==> src/rtl/pulse_gen.sv <==
// Programmable pulse-train generator: IDLE/PULSE/GAP sequencer timed by a S x 10^tb prescaler.
// Optional PULSE_GEN_EXT_START_EN adds a synchronized, edge-detected ext_start input.
module pulse_gen (
    input  logic       clk,
    input  logic       rst_sync,
    input  logic       start,
    input  logic       abort,
    input  logic       cfg_positive,
    input  logic [7:0] cfg_width,
    input  logic [7:0] cfg_gap,
    input  logic [7:0] cfg_num_pulses,
    input  logic [4:0] cfg_stage1_count,
    input  logic [2:0] cfg_time_base,
`ifdef PULSE_GEN_EXT_START_EN
    input  logic       ext_start,
`endif
    output logic       pulse_out,
    output logic       busy,
    output logic       done
);

    typedef enum logic [1:0] {StIdle, StPulse, StGap} state_e;

    state_e      state_q, state_d;
    logic        pulse_out_d, done_d;
    logic [4:0]  stage1_q;
    logic [23:0] decade_q;
    logic [7:0]  phase_q;
    logic [7:0]  pulse_cnt_q;

    logic        positive_q;
    logic [7:0]  width_q, gap_q, num_q;
    logic [4:0]  stage1_lim_q;
    logic [23:0] decade_lim_q;

    logic        start_req, start_ok;
    logic        stage1_wrap, unit_tick, phase_end, last_pulse;
    logic [7:0]  phase_len;

    function automatic logic [23:0] decade_limit(input logic [2:0] tb);
        case (tb)
            3'd0:    decade_limit = 24'd1;
            3'd1:    decade_limit = 24'd10;
            3'd2:    decade_limit = 24'd100;
            3'd3:    decade_limit = 24'd1000;
            3'd4:    decade_limit = 24'd10000;
            3'd5:    decade_limit = 24'd100000;
            3'd6:    decade_limit = 24'd1000000;
            default: decade_limit = 24'd10000000;
        endcase
    endfunction

`ifdef PULSE_GEN_EXT_START_EN
    logic ext_sync1_q, ext_sync2_q, ext_prev_q;

    always_ff @(posedge clk or posedge rst_sync) begin
        if (rst_sync) begin
            ext_sync1_q <= 1'b0;
            ext_sync2_q <= 1'b0;
            ext_prev_q  <= 1'b0;
        end else begin
            ext_sync1_q <= ext_start;
            ext_sync2_q <= ext_sync1_q;
            ext_prev_q  <= ext_sync2_q;
        end
    end

    assign start_req = start | (ext_sync2_q & ~ext_prev_q);
`else
    assign start_req = start;
`endif

    // A start landing on the done cycle is dropped; abort always wins.
    assign start_ok    = start_req && !abort && !done;
    assign stage1_wrap = (stage1_q == stage1_lim_q - 5'd1);
    assign unit_tick   = stage1_wrap && (decade_q == decade_lim_q - 24'd1);
    assign phase_len   = (state_q == StPulse) ? width_q : gap_q;
    assign phase_end   = unit_tick && (phase_q == phase_len - 8'd1);
    assign last_pulse  = (num_q != 8'd0) && (pulse_cnt_q + 8'd1 == num_q);

    // State and registered outputs
    always_ff @(posedge clk or posedge rst_sync) begin
        if (rst_sync) begin
            state_q   <= StIdle;
            pulse_out <= 1'b0;
            done      <= 1'b0;
        end else begin
            state_q   <= state_d;
            pulse_out <= pulse_out_d;
            done      <= done_d;
        end
    end

    always_comb begin
        state_d = state_q;
        unique case (state_q)
            StIdle: begin
                if (start_ok) state_d = StPulse;
            end
            StPulse: begin
                if (abort)          state_d = StIdle;
                else if (phase_end) state_d = last_pulse ? StIdle : StGap;
            end
            StGap: begin
                if (abort)          state_d = StIdle;
                else if (phase_end) state_d = StPulse;
            end
            default: state_d = StIdle;
        endcase
    end

    always_comb begin
        busy        = (state_q != StIdle);
        done_d      = (state_q == StPulse) && (state_d == StIdle) && !abort;
        pulse_out_d = ~positive_q;
        if (state_d == StPulse) begin
            // On the start edge the polarity is not latched yet, so use the live input.
            pulse_out_d = (state_q == StIdle) ? cfg_positive : positive_q;
        end else if (state_d == StIdle) begin
            pulse_out_d = ~cfg_positive;
        end
    end

    // Prescaler and phase counters restart at every phase boundary.
    always_ff @(posedge clk or posedge rst_sync) begin
        if (rst_sync) begin
            stage1_q    <= '0;
            decade_q    <= '0;
            phase_q     <= '0;
            pulse_cnt_q <= '0;
        end else begin
            if (state_q == StIdle || state_q != state_d) begin
                stage1_q <= '0;
                decade_q <= '0;
                phase_q  <= '0;
            end else if (stage1_wrap) begin
                stage1_q <= '0;
                if (unit_tick) begin
                    decade_q <= '0;
                    phase_q  <= phase_q + 8'd1;
                end else begin
                    decade_q <= decade_q + 24'd1;
                end
            end else begin
                stage1_q <= stage1_q + 5'd1;
            end

            if (state_q == StIdle) begin
                pulse_cnt_q <= '0;
            end else if (state_q == StPulse && phase_end && !abort) begin
                pulse_cnt_q <= pulse_cnt_q + 8'd1;
            end
        end
    end

    always_ff @(posedge clk or posedge rst_sync) begin
        if (rst_sync) begin
            positive_q   <= 1'b0;
            width_q      <= '0;
            gap_q        <= '0;
            num_q        <= '0;
            stage1_lim_q <= '0;
            decade_lim_q <= '0;
        end else if (state_q == StIdle && start_ok) begin
            positive_q   <= cfg_positive;
            width_q      <= (cfg_width == 8'd0) ? 8'd1 : cfg_width;
            gap_q        <= (cfg_gap == 8'd0) ? 8'd1 : cfg_gap;
            num_q        <= cfg_num_pulses;
            stage1_lim_q <= (cfg_stage1_count == 5'd0) ? 5'd1 : cfg_stage1_count;
            decade_lim_q <= decade_limit(cfg_time_base);
        end
    end

endmodule

==> config.mk <==
export PLATFORM = sky130hd
export DESIGN_NAME = pulse_gen
export DESIGN_NICKNAME = d
export VERILOG_FILES = /design/src/rtl/pulse_gen.sv
export SDC_FILE = /design/constraint.sdc
export NUM_CORES = 1
export LEC_CHECK = 0
export ABC_AREA = 1
export ABC_CLOCK_PERIOD_IN_PS = 3200
export CAP_MARGIN = 20
export CORE_MARGIN = 2
export CORE_UTILIZATION = 50
export DETAILED_ROUTE_END_ITERATION = 10
export HOLD_SLACK_MARGIN = 0.12
export MAX_ROUTING_LAYER = met4
export PLACE_DENSITY_LB_ADDON = 0.15
export REMOVE_ABC_BUFFERS = 1
export SYNTH_ARGS = -nofsm -noshare
export SYNTH_HDL_FRONTEND = slang
export SYNTH_SLANG_ARGS = --single-unit
==> constraint.sdc <==
create_clock -name clk -period 3.2 [get_ports clk]
set_input_delay 0.64 -clock clk [delete_from_list [all_inputs] [get_ports clk]]
set_output_delay 0.64 -clock clk [all_outputs]
set_load 0.02 [all_outputs]
==> flow_metrics.tcl, run 1 <==
set metrics [dict create \
    combPwrFrac_pct 30.8 \
    post_synth_edffs 0 \
    detail_route_antenna_nets 0 \
    antenna-diode-count 0 \
    final.period_utilization_pct 89.8 \
    die_h_um 118 \
    totalNegativeSetupSlack_ns 0 \
    detail_route.first_pass.iterations 5 \
    clock.fmax_ghz 0.348 \
    globalRouteMet2Util_pct 39.2 \
    power_density_nw_per_um2 508 \
    synth-seq-cells 95 \
    worst-endpoint-arrival_ns 3.16 \
    drive_above_1_share_pct 5.56 \
    dp_hpwl_um 12500 \
    post_cts.repair.setup_buffers 0 \
    timing.critical_path.from_type "flop" \
    synth_area_sq_um 6490 \
    cellInternalPower_w 0.00238 \
    finalPower_w 0.00375 \
    p_sw_share_pct 36.5 \
    io_buffer_count 39 \
    final_cell_count_no_fill 1161 \
    drtIter0Drc 438 \
    synth_sequential_area_ratio_pct 36.6 \
    hp-class "flop to flop" \
    cts_tree "yes" \
    layout_min_cycle_time_ns 2.87 \
    mapped_cells 948 \
    worst-slew-pin-transition_ns 0.652 \
    ctsLongestPathBuffers 2 \
    grtUsageMet3_pct 5.09 \
    initial_utilization_pct 51.3 \
    cts_root_buf "clkbuf_16" \
    multi_input_gate_area_sq_um 3550 \
    via_per_inst 5.36 \
    h-tree-depth 3 \
    maxCapViolations 0 \
    most_common_library_cell_in_the_layout_ignoring_fill_and_taps "nand2_1" \
    run_status "finished, final reports clean" \
    floorplan.core_area_sq_um 12700 \
    crit_required_ns 3.48 \
    dp_worst_setup_slack_ns 0.340 \
    p_leak_nw 3.58 \
    global_route.overflow_total 0 \
    grt_busiest_layer "met2" \
    area_delta_synth_final_pct 13.8 \
    finish.net_count 1029 \
    finalSetupViolCount 0 \
    grt_max_degree 60 \
    gp_routability_congestion 0.997 \
    synthDistinctLibCells 41 \
    fp-row-count 41 \
    path_max_fanout 20 \
    count_of_pins_over_their_slew_limit 0 \
    number_of_global_route_vias_before_repair 5770 \
    io-pin-count 40 \
    synthesis.yosys.warnings 0 \
    grt_antenna_before_repair 0 \
    die-area_sq_um 13900 \
    gr-usage-met1_pct 36.5 \
    critical_path.endpoint_type "flop" \
    pwr-share-seq_pct 38.6 \
    insertion_delay_ns 0.36 \
    timing.critical_path.cells "inv_4, nand2_4, nand2_1, nand2_2, ha_1, xor2_1, o21ai_0, nor2_1, nand4_1, nor2_4, nand3_4, nand2_2, nand2_4, nand2_1, buf_4, nand2_1, a21oi_1" \
    ys_dominant_reg_cell "dfrtp_1" \
    post-route-worst-setup-slack_ns 0.327 \
    route.vias.total 6220 \
    postSynthAreaPerCell_sq_um 6.85 \
    grt_first_pass_wirelength_um 28600 \
    fillers 1240 \
    detailed_route_wire_length_per_cell_um 14.4 \
    register_area_sq_um 2380 \
    critical_path_class "flop to flop" \
    rsz0062_at_grt "no" \
    crit_top_cell "nand2_1" \
    placedCellCount 1146 \
    cts.sinks 95 \
    timing.clock.skew_ns 0.00809 \
    final-hold-violation-count 0 \
    cts.reportedPaths.clkPinSlew_ns 0.07 \
    maxSlewHeadroom_pct 56.2 \
    mostFrequentLayoutCells "nand2_1 (294), inv_1 (119), dfrtp_1 (95)" \
    die-width_um 118 \
    route.final.wire_length_um 16700 \
    critical-path-slowest-cell "dfrtp_1" \
    ys_async_sr_fraction_pct 100 \
    irDropWorstVdd_v 0.000339 \
    clock_buffers_created_by_tritoncts 9 \
    p_switching_w 0.00137 \
    max_stage_delay_ns 0.43 \
    route.detailed.drc 0 \
    share_clk_of_total_power_pct 30.6 \
    grt_util_all_layers_pct 26.3 \
]
-- area by class of cell --
cell class	count	share of cell area (%)
Clock buffer	10	3.23
Inverter	124	6.36
Clock inverter	5	0.880
Tap cell	172	2.91
Sequential cell	95	32.2
Timing Repair Buffer	49	6.46
Multi-Input combinational cell	706	48.0
-- worst max-delay path, delay by kind of cell, from the launching register on --
family / cells / cell delay [ns]
AO/OA/AOI/OAI: 2 / 0.25
XOR/XNOR: 1 / 0.14
adder cells (fa/ha/maj): 1 / 0.32
buffers and inverters: 2 / 0.37
flip-flops: 1 / 0.43
AND/OR/NAND/NOR: 11 / 1.27
-- metal layers --
layer  share of wire [%]  wire [um]  up-vias
met5                   0          0        -
met4                 1.6        273        0
met3                 5.6        935       23
met2                  45       7470      181
met1                  48       8050     2859
li1                    -          -     3157
-- logic make-up (layout without fill, tap and decap cells) --
logic type / count (synthesis) / in the layout / share of synthesized area, %
flops: 95 / 95 / 36.6
buf+inv: 147 / 188 / 8.84
xor+xnor: 46 / 46 / 6.20
simple gates: 561 / 561 / 39.3
fa+ha+maj: 7 / 7 / 1.35
compound gates: 92 / 92 / 7.67
-- state kept, by name (all words and copies together), names as in the netlist --
register and count:
width_q 8, gap_q 8, decade_lim_q 16, decade_q 24, stage1_q 5, done 1, pulse_cnt_q 8, state_q 2
stage1_lim_q 5, num_q 8, positive_q 1, phase_q 8, pulse_out 1
-- final timing paths --
path | start | endpoint | slack (ns) | cells after the start
min in group asynchronous | rst_sync | stage1_q[3]$_DFF_PP0_ | 0.67 | 2
worst max-delay path | state_q[1]$_DFF_PP0_ | decade_q[2]$_DFFE_PP0P_ | 0.33 | 17
worst min register to register | gap_q[7]$_DFFE_PP0P_ | gap_q[7]$_DFFE_PP0P_ | 0.49 | 2
worst min-delay path | gap_q[7]$_DFFE_PP0P_ | gap_q[7]$_DFFE_PP0P_ | 0.49 | 2
max in group asynchronous | rst_sync | decade_lim_q[9]$_DFFE_PP0P_ | 1.85 | 3
worst max register to register | state_q[1]$_DFF_PP0_ | decade_q[2]$_DFFE_PP0P_ | 0.33 | 17
-- power groups by stage --
stage               Sequential, W  Clock (W)  Combinational (W)
floorplan                 0.00145          0           0.000857
global placement          0.00147          0            0.00114
detailed placement        0.00147          0            0.00115
CTS                       0.00145    0.00117            0.00116
global route              0.00147    0.00121            0.00134
finish                    0.00145    0.00115            0.00116
-- per-stage QoR --
stage	utilization [%]	hold WS, ns	area (sq um)
after floorplan	-	0.442	6390
after global placement	55.9	0.462	7080
after detailed placement	55.9	0.471	7080
after CTS	58.3	0.486	7390
after global routing	58.3	0.514	7390
final	58.3	0.485	7390
-- cell usage after synthesis (all sizes together) (3+ instances only) --
library cell,n,area share [%]
nand3b,12,1.4
dfrtp,95,37
nor2,86,5.6
ha,7,1.3
xnor2,7,0.94
clkbuf,14,0.81
inv,122,7.1
o211ai,3,0.35
xor2,39,5.3
a21oi,8,0.62
o22ai,8,0.77
o21ai,67,5.2
buf,9,0.83
nor4,13,1.5
nand4,37,3.6
nand3,94,7.8
nor3b,5,0.58
nor3,10,0.77
nand2,301,18
-- timing repair --
| action | in CTS | in global routing |
|---|---|---|
| gates resized for setup | 0 | 1 |
| hold buffers | 0 | 0 |
| endpoints found under the setup margin | 0 | 1 |
No activity file was read; power rests on OpenSTA's default activity.
==> run 2, diff against run 1 <==
Settings changed: ABC_CLOCK_PERIOD_IN_PS 3200 to not set, CORE_ASPECT_RATIO set to 1.75.
==> run 2 against run 1 <==
Critical path depth unchanged. First-iteration DRC count down 14%. Sequential share of layout area shrank 0.24 points. Sequential power hardly changed. Via count is 0.90% higher. Register-to-register slack got worse by 0.12 ns. Clock power barely moved. Worst setup slack lost 0.12 ns. Fmax down 4.0%. Utilization down 0.16 points. Total power is 0.26% higher. Critical endpoint unchanged.
==> flow_metrics.tcl, run 2 (synthesis gave the netlist of run 1 again) <==
set metrics [dict create \
    final.period_utilization_pct 93.5 \
    timing.clock.skew_ns 0.00688 \
    rsz0062_at_grt "no" \
    initial_utilization_pct 50.7 \
    dp_hpwl_um 13900 \
    die_h_um 155 \
    timing.hold.worst_path_depth 2 \
    die-width_um 90.2 \
    most_common_library_cell_in_the_layout_ignoring_fill_and_taps "nand2_1" \
    die-area_sq_um 14000 \
    global_route.overflow_total 0 \
    io-pin-count 40 \
    critical_path.endpoint_type "flop" \
    worst-slew-pin-transition_ns 0.779 \
    route.detailed.drc 0 \
    clock_buffers_created_by_tritoncts 9 \
    cts_root_buf "clkbuf_16" \
    grt_antenna_before_repair 0 \
    drive_above_1_share_pct 6.05 \
    p_leak_nw 3.61 \
    via_per_inst 5.40 \
    detail_route.first_pass.iterations 5 \
    crit_required_ns 3.47 \
    route.vias.total 6276 \
    number_of_global_route_vias_before_repair 6192 \
    cts.reportedPaths.clkPinSlew_ns 0.07 \
    share_clk_of_total_power_pct 29.7 \
    critical_path_class "flop to flop" \
    totalNegativeSetupSlack_ns 0 \
    cts.sinks 95 \
    cts_hold_buf 0 \
    grt_max_degree 50 \
    largest-register "decade_q" \
    finish.net_count 1032 \
    h-tree-depth 3 \
    count_of_pins_over_their_slew_limit 0 \
    floorplan.core_area_sq_um 12800 \
    mostFrequentLayoutCells "nand2_1 (294), inv_1 (119), dfrtp_1 (95)" \
    utilization_pct 58.2 \
    insertion_delay_ns 0.35 \
    cellInternalPower_w 0.00241 \
    hp-class "flop to flop" \
    maxSlewHeadroom_pct 47.6 \
    area_delta_synth_final_pct 14.7 \
    largest_registers "decade_q: 24 flops, decade_lim_q: 16 flops" \
    fp-row-count 55 \
    layout_min_cycle_time_ns 2.99 \
    grt_first_pass_wirelength_um 29500 \
    p_sw_share_pct 36.0 \
    detailed_route_wire_length_per_cell_um 15.2 \
    number_of_flip_flops_under_the_largest_register_name 24 \
    gp_routability_congestion 1.00 \
    detail_route_antenna_nets 0 \
    ctsLongestPathBuffers 2 \
    p_switching_w 0.00136 \
    run_status "finished, final reports clean" \
    combPwrFrac_pct 31.6 \
    power_density_nw_per_um2 505 \
    final-hold-violation-count 0 \
    finalSetupViolCount 0 \
    irDropWorstVdd_v 0.000416 \
    worst-r2r-cell-count 17 \
    clock.fmax_ghz 0.334 \
    timing.critical_path.from_type "flop" \
    worst-endpoint-arrival_ns 3.26 \
    maxCapViolations 0 \
    pwr-share-seq_pct 38.7 \
    antenna-diode-count 0 \
    grt_util_all_layers_pct 27.2 \
    route.final.wire_length_um 17700 \
    path_max_fanout 27 \
    drtIter0Drc 375 \
    io_buffer_count 39 \
    cts_tree "yes" \
]
-- run 2: routing by layer --
metal  part of all wire, %  GRT usage [%]
met1                    36           26.7
met2                    54           50.8
met3                   3.1           2.58
met4                   6.5           17.1
met5                     0              -
-- run 2: what timing repair did --
item / 4_1_cts / 5_1_grt
endpoints found under the hold margin: 0 / 0
setup endpoints to repair: 0 / 7
setup buffers: 0 / 2
gates resized for setup: 0 / 4
-- run 2: layout make-up --
type / count / area [sq um]
Clock buffer: 11 / 253
Tap cell: 171 / 214
Fill cell: 1312 / 5350
Timing Repair Buffer: 52 / 513
Multi-Input combinational cell: 706 / 3570
Sequential cell: 95 / 2380
Clock inverter: 4 / 53.8
Inverter: 124 / 470
-- run 2: power by group through the flow --
stage,clock (W),combinational [W],sequential [W]
final,0.00112,0.00119,0.00146
after detailed placement,0,0.00118,0.00148
after floorplan,0,0.000857,0.00145
after CTS,0.00114,0.00118,0.00145
after global routing,0.00119,0.00136,0.00147
after global placement,0,0.00117,0.00147
-- run 2: critical path, stage by stage (launching register included) --
cell and delay (ns):
dfrtp_1 0.43, inv_4 0.14, nand2_4 0.13, nand2_1 0.11, nand2_2 0.11, ha_1 0.33
xor2_1 0.15, o21ai_0 0.10, nor2_1 0.15, nand4_1 0.17, nor2_4 0.20, nand3_4 0.11
nand2_2 0.14, nand2_8 0.15, nand2_1 0.11, buf_4 0.18, nand2_1 0.06, a21oi_1 0.12
-- run 2: final timing paths --
| check | endpoint | slack [ns] | from |
|---|---|---|---|
| max | decade_q[2]$_DFFE_PP0P_ | 0.21 | state_q[1]$_DFF_PP0_ |
| min | gap_q[7]$_DFFE_PP0P_ | 0.49 | gap_q[7]$_DFFE_PP0P_ |
| max reg2reg | decade_q[2]$_DFFE_PP0P_ | 0.21 | state_q[1]$_DFF_PP0_ |
| min reg2reg | gap_q[7]$_DFFE_PP0P_ | 0.49 | gap_q[7]$_DFFE_PP0P_ |
| max in group asynchronous | width_q[2]$_DFFE_PP0P_ | 1.86 | rst_sync |
| min in group asynchronous | state_q[0]$_DFF_PP0_ | 0.66 | rst_sync |
-- run 2: stage by stage --
stage          hold slack, ns  setup WS, ns  total power (W)  std cells  instance area, sq um
3_5_place_dp            0.470         0.214          0.00265       1146                  7100
6_report                0.490         0.209          0.00376       1163                  7450
5_1_grt                 0.537        0.0162          0.00401       1163                  7450
4_1_cts                 0.487         0.170          0.00377       1161                  7410
2_1_floorplan           0.442        -0.732          0.00230        925                  6390
3_3_place_gp            0.455         0.260          0.00264       1146                  7100
